### config.mk
export PLATFORM = sky130hd
export DESIGN_NAME = led_mem_resp
export DESIGN_NICKNAME = d
export VERILOG_FILES = /design/src/rtl/led_mem_resp.sv
export SDC_FILE = /design/constraint.sdc
export NUM_CORES = 1
export LEC_CHECK = 0
export ABC_AREA = 1
export CORE_ASPECT_RATIO = 1.75
export CORE_UTILIZATION = 55
export DETAILED_ROUTE_END_ITERATION = 8
export PLACE_DENSITY = 0.84
export SLEW_MARGIN = 10
export SYNTH_ARGS = -nofsm -noshare
export SYNTH_HDL_FRONTEND = slang
export SYNTH_SLANG_ARGS = --single-unit
### constraint.sdc
create_clock -name clk_g -period 7.15 [get_ports clk_g]
set_clock_uncertainty 0.15 [all_clocks]
set_input_delay 1.43 -clock clk_g [delete_from_list [all_inputs] [get_ports clk_g]]
set_output_delay 1.43 -clock clk_g [all_outputs]
set_load 0.01 [all_outputs]
### src/rtl/led_mem_resp.sv
// Single-port RAM responder for the LED memory controller: self-clears on reset, then serves 1-cycle reads/writes.
// Optional MEM_WRITE_FIRST_EN: writes also drive dina onto douta (write-first); otherwise douta holds on writes.
module led_mem_resp #(
  parameter int                DATA_W     = 16,
  parameter int                ADDR_W     = 4,
  parameter logic [DATA_W-1:0] INIT_VALUE = '0
) (
  input  logic              clk_g,
  input  logic              rst,
  input  logic              ena,
  input  logic              wea,
  input  logic [ADDR_W-1:0] addra,
  input  logic [DATA_W-1:0] dina,
  output logic [DATA_W-1:0] douta,
  output logic              busy,
  output logic              rd_valid
);

  localparam int DEPTH = 1 << ADDR_W;

  typedef enum logic {
    ST_INIT,
    ST_IDLE
  } state_t;

  state_t              state;
  state_t              state_next;
  logic [ADDR_W-1:0]   ptr;
  logic [ADDR_W-1:0]   ptr_next;
  logic [DATA_W-1:0]   douta_next;
  logic                rd_valid_next;
  logic                mem_we;
  logic [ADDR_W-1:0]   mem_waddr;
  logic [DATA_W-1:0]   mem_wdata;
  logic [DATA_W-1:0]   mem [0:DEPTH-1];

  // State, init pointer and output registers; memory itself is never reset
  always_ff @(posedge clk_g or posedge rst) begin
    if (rst) begin
      state    <= ST_INIT;
      ptr      <= '0;
      douta    <= '0;
      rd_valid <= 1'b0;
    end else begin
      state    <= state_next;
      ptr      <= ptr_next;
      douta    <= douta_next;
      rd_valid <= rd_valid_next;
    end
  end

  // Next-state and datapath control; requests are ignored entirely during INIT
  always_comb begin
    state_next    = state;
    ptr_next      = ptr;
    douta_next    = douta;
    rd_valid_next = 1'b0;
    mem_we        = 1'b0;
    mem_waddr     = ptr;
    mem_wdata     = INIT_VALUE;

    case (state)
      ST_INIT: begin
        mem_we    = 1'b1;
        mem_waddr = ptr;
        mem_wdata = INIT_VALUE;
        ptr_next  = ptr + ADDR_W'(1);
        if (&ptr) begin
          state_next = ST_IDLE;
        end
      end
      ST_IDLE: begin
        if (ena) begin
          if (wea) begin
            mem_we    = 1'b1;
            mem_waddr = addra;
            mem_wdata = dina;
`ifdef MEM_WRITE_FIRST_EN
            douta_next = dina;
`else
            douta_next = douta;
`endif
          end else begin
            douta_next    = mem[addra];
            rd_valid_next = 1'b1;
          end
        end
      end
      default: begin
        state_next = ST_INIT;
        ptr_next   = '0;
      end
    endcase
  end

  // Array write port; gated by rst so a held reset cannot disturb contents
  always_ff @(posedge clk_g) begin
    if (mem_we && !rst) begin
      mem[mem_waddr] <= mem_wdata;
    end
  end

  assign busy = (state == ST_INIT);

endmodule

==> out/qor.txt <==
Post-CTS Setup Inserts: 0
Yosys Warn Count: 0
Area of the multi-input gates: 0.002734 mm2
Cells after DPL: 1,255
Worst Tran Pin Value: 1.266 ns
Post-synthesis register bit count: 278
Unique masters post-synth: 23
Minimum hold slack: 0.3295 ns
Critical Path RT: 7.14 ns
Total GRT Usage: 26.43%
Outcome: completed
Area grow syn2layout: 12.33%
Die ar.: 0.02122 mm2
Fin cells: 1,297
Nets: 1,057
Synth cell count leaders: nand2_1, edfxtp_1, nand3_1, nor2_1, inv_1
Via count: 7,557
Syn avg cell area: 11.32 um2
Root buf cell: clkbuf_16
Worst Setup End Kind: register
Number of inserted diodes: 0
R2r startpoint: state
Arrival time at the worst endpoint: 4.41 ns
# H-tree levels: 1
Routed Antenna Nets: 0
Num CTS Buffers: 23
Drt wl/cell: 21.02 um
Drt drc: 0
Final number of setup-violating endpoints: 0
Fin crit share: 61.79%
Drt initial violations: 902
Share of cells above drive strength 1: 7.150%
TritonCTS clock tree: built
Antenna violations before repair: 0
Total wire length: 27,270 um
Syn nets: 1,027
Max Slew Vio Count: 0
Area contributors post-synth: edfxtp_1, nand2_1, nand3_1
Dominant cell type by area after synthesis: edfxtp_1
Setup CP Type: in2reg
Latest clock arrival within the worst-skew pair: 0.52 ns
Post-Synthesis Cells: 1,002
VDD IR max: 0.0002572 V
Die width: 110.5 um
Slew headroom: 15.31%
Hold Path End: douta[6]
Clock sink total: 278
# Max-Cap Violations: 0
Power per cell area: 262.2 mW/mm2
Share of the synthesized area in the top cell type: 67.80%
Achievable Freq: 0.2263 GHz
Core area: 0.02029 mm2
Top FF cell, synth: edfxtp_1
Vias/cell: 5.827
Number of synthesized flops with an enable pin: 256
First-pass iteration count of the detailed router: 5
Worst Reg-to-Reg Cells: 4
Ys async rst share: 7.914%
Number of gates resized after CTS: 0
Total power: 3339 uW
Setup TNS: 0 ns
Crit path time final: 4.418 ns
Kind of start point of the critical path: primary input
Clock transition at path regs: 0.06 ns
Hold depth: 2
Final Hold Viols: 0
Most frequent cell after synthesis: nand2_1
# IOs: 42
Hold_buf cts: 0
Row cnt: 69
Vias in the first global route: 7,387
Post-DP HPWL: 16,860 um
RSZ-0062 raised after global routing: no
Mapped cell area: 0.01134 mm2
Die Span Y: 191.9 um
Leakage: 0.005107 uW
Reg2Reg Capture Point: mem[14][1]
Port buffer count: 41
Hold Startpoint: douta[6]
Part of the Yosys area used for sequential elements: 72.66%
GPL Wtd Cong: 0.9215
Starting Density: 55.89%
FF-to-FF setup slack: 3.87 ns
Layout fillers: 1,417
CP Max Fanout: 17
Bufs on Longest Clock Path: 3
Worst Hold Class: reg2reg
Sequential Area: 0.008238 mm2
First-pass GRT wire length: 41,860 um
Overflow after GRT: 0
Largest net degree at the start of global routing: 74
cells by family (layout without fill, tap and decap cells):
family / count (synthesis) / after routing / synth area share, %
AND/OR/NAND/NOR: 630 / 630 / 23.16
XOR/XNOR: 3 / 3 / 0.2318
flip-flops: 278 / 278 / 72.66
AO/OA/AOI/OAI: 6 / 6 / 0.2978
buffers and inverters: 84 / 131 / 3.542
adder cells (fa/ha/maj): 1 / 1 / 0.1103
how the worst max path moves through the flow:
| stage | start | depth (start not counted) | end |
|---|---|---|---|
| floorplan | addra[3] | 5 | mem[12][0] |
| global placement | addra[2] | 6 | mem[9][14] |
| detailed placement | addra[2] | 6 | mem[9][14] |
| CTS | addra[2] | 6 | mem[12][9] |
| global route | addra[3] | 5 | mem[13][15] |
| finish | addra[3] | 5 | mem[14][1] |
through the flow:
stage,setup WS (ns),cell area [um2],utilization [%]
floorplan,3.758,11340,-
global placement,2.386,11940,58.84
detailed placement,2.270,11940,58.84
CTS,2.804,12740,62.78
global route,2.470,12740,62.78
finish,2.732,12740,62.78
placed cells by master (no fill, tap or decap):
| cell | Yosys | final |
|---|---|---|
| buf_2 | 24 | 1 |
| a21oi_1 | 1 | 1 |
| nand3b_1 | 2 | 2 |
| edfxtp_1 | 256 | 256 |
| o21ai_1 | 3 | 3 |
| nor2_2 | 1 | 15 |
| inv_2 | 3 | 2 |
| inv_6 | 0 | 1 |
| clkbuf_1 | 7 | 5 |
| dfrtp_1 | 22 | 22 |
| clkinv_4 | 0 | 1 |
| clkdlybuf4s50_1 | 0 | 39 |
| clkinv_2 | 0 | 3 |
| buf_4 | 15 | 20 |
| clkinvlp_4 | 0 | 2 |
| o21ai_2 | 1 | 1 |
| bufinv_16 | 0 | 5 |
| inv_1 | 25 | 25 |
| clkinv_1 | 1 | 4 |
| nor2_1 | 33 | 19 |
| o21ai_0 | 1 | 1 |
| nand4_1 | 1 | 1 |
| xnor2_1 | 1 | 1 |
| ha_1 | 1 | 1 |
| clkbuf_16 | 0 | 23 |
| xor2_1 | 2 | 2 |
| nand2_1 | 398 | 398 |
| nand3_1 | 194 | 194 |
| nand3_2 | 1 | 1 |
final cells by class:
cell class	instances	area share, %
Multi-Input combinational cell	640	21.47
Timing Repair Buffer	60	4.283
Inverter	29	0.8645
Clock inverter	14	1.601
Sequential cell	278	64.68
Tap cell	248	2.436
Clock buffer	28	4.666
power breakdown:
part	total, uW	internal [uW]	leakage (uW)	switching (uW)
registers	1790	1780	0.00304	6.68
logic	221	71.1	0.00168	150
clock network	1330	777	0.000381	552
registers in the layout (all words and copies together) (netlist names):
signal    flops
rd_valid      1
douta        16
mem         256
ptr           4
state         1
worst max-delay path, cell delays in order:
cell	delay (ns)
clkdlybuf4s50_1	0.85
clkinv_1	0.53
o21ai_1	0.47
nand3_1	0.34
nor2_2	0.77
layer usage:
metal / global-route usage (%) / wire length (um) / up-vias
met5: 0 / 0 / -
met4: 17.08 / 1867 / 0
met3: 3.471 / 2171 / 102
met2: 44.96 / 13660 / 454
met1: 31.80 / 9574 / 3525
li1: - / - / 3476
(Power assumes the default switching activity.)
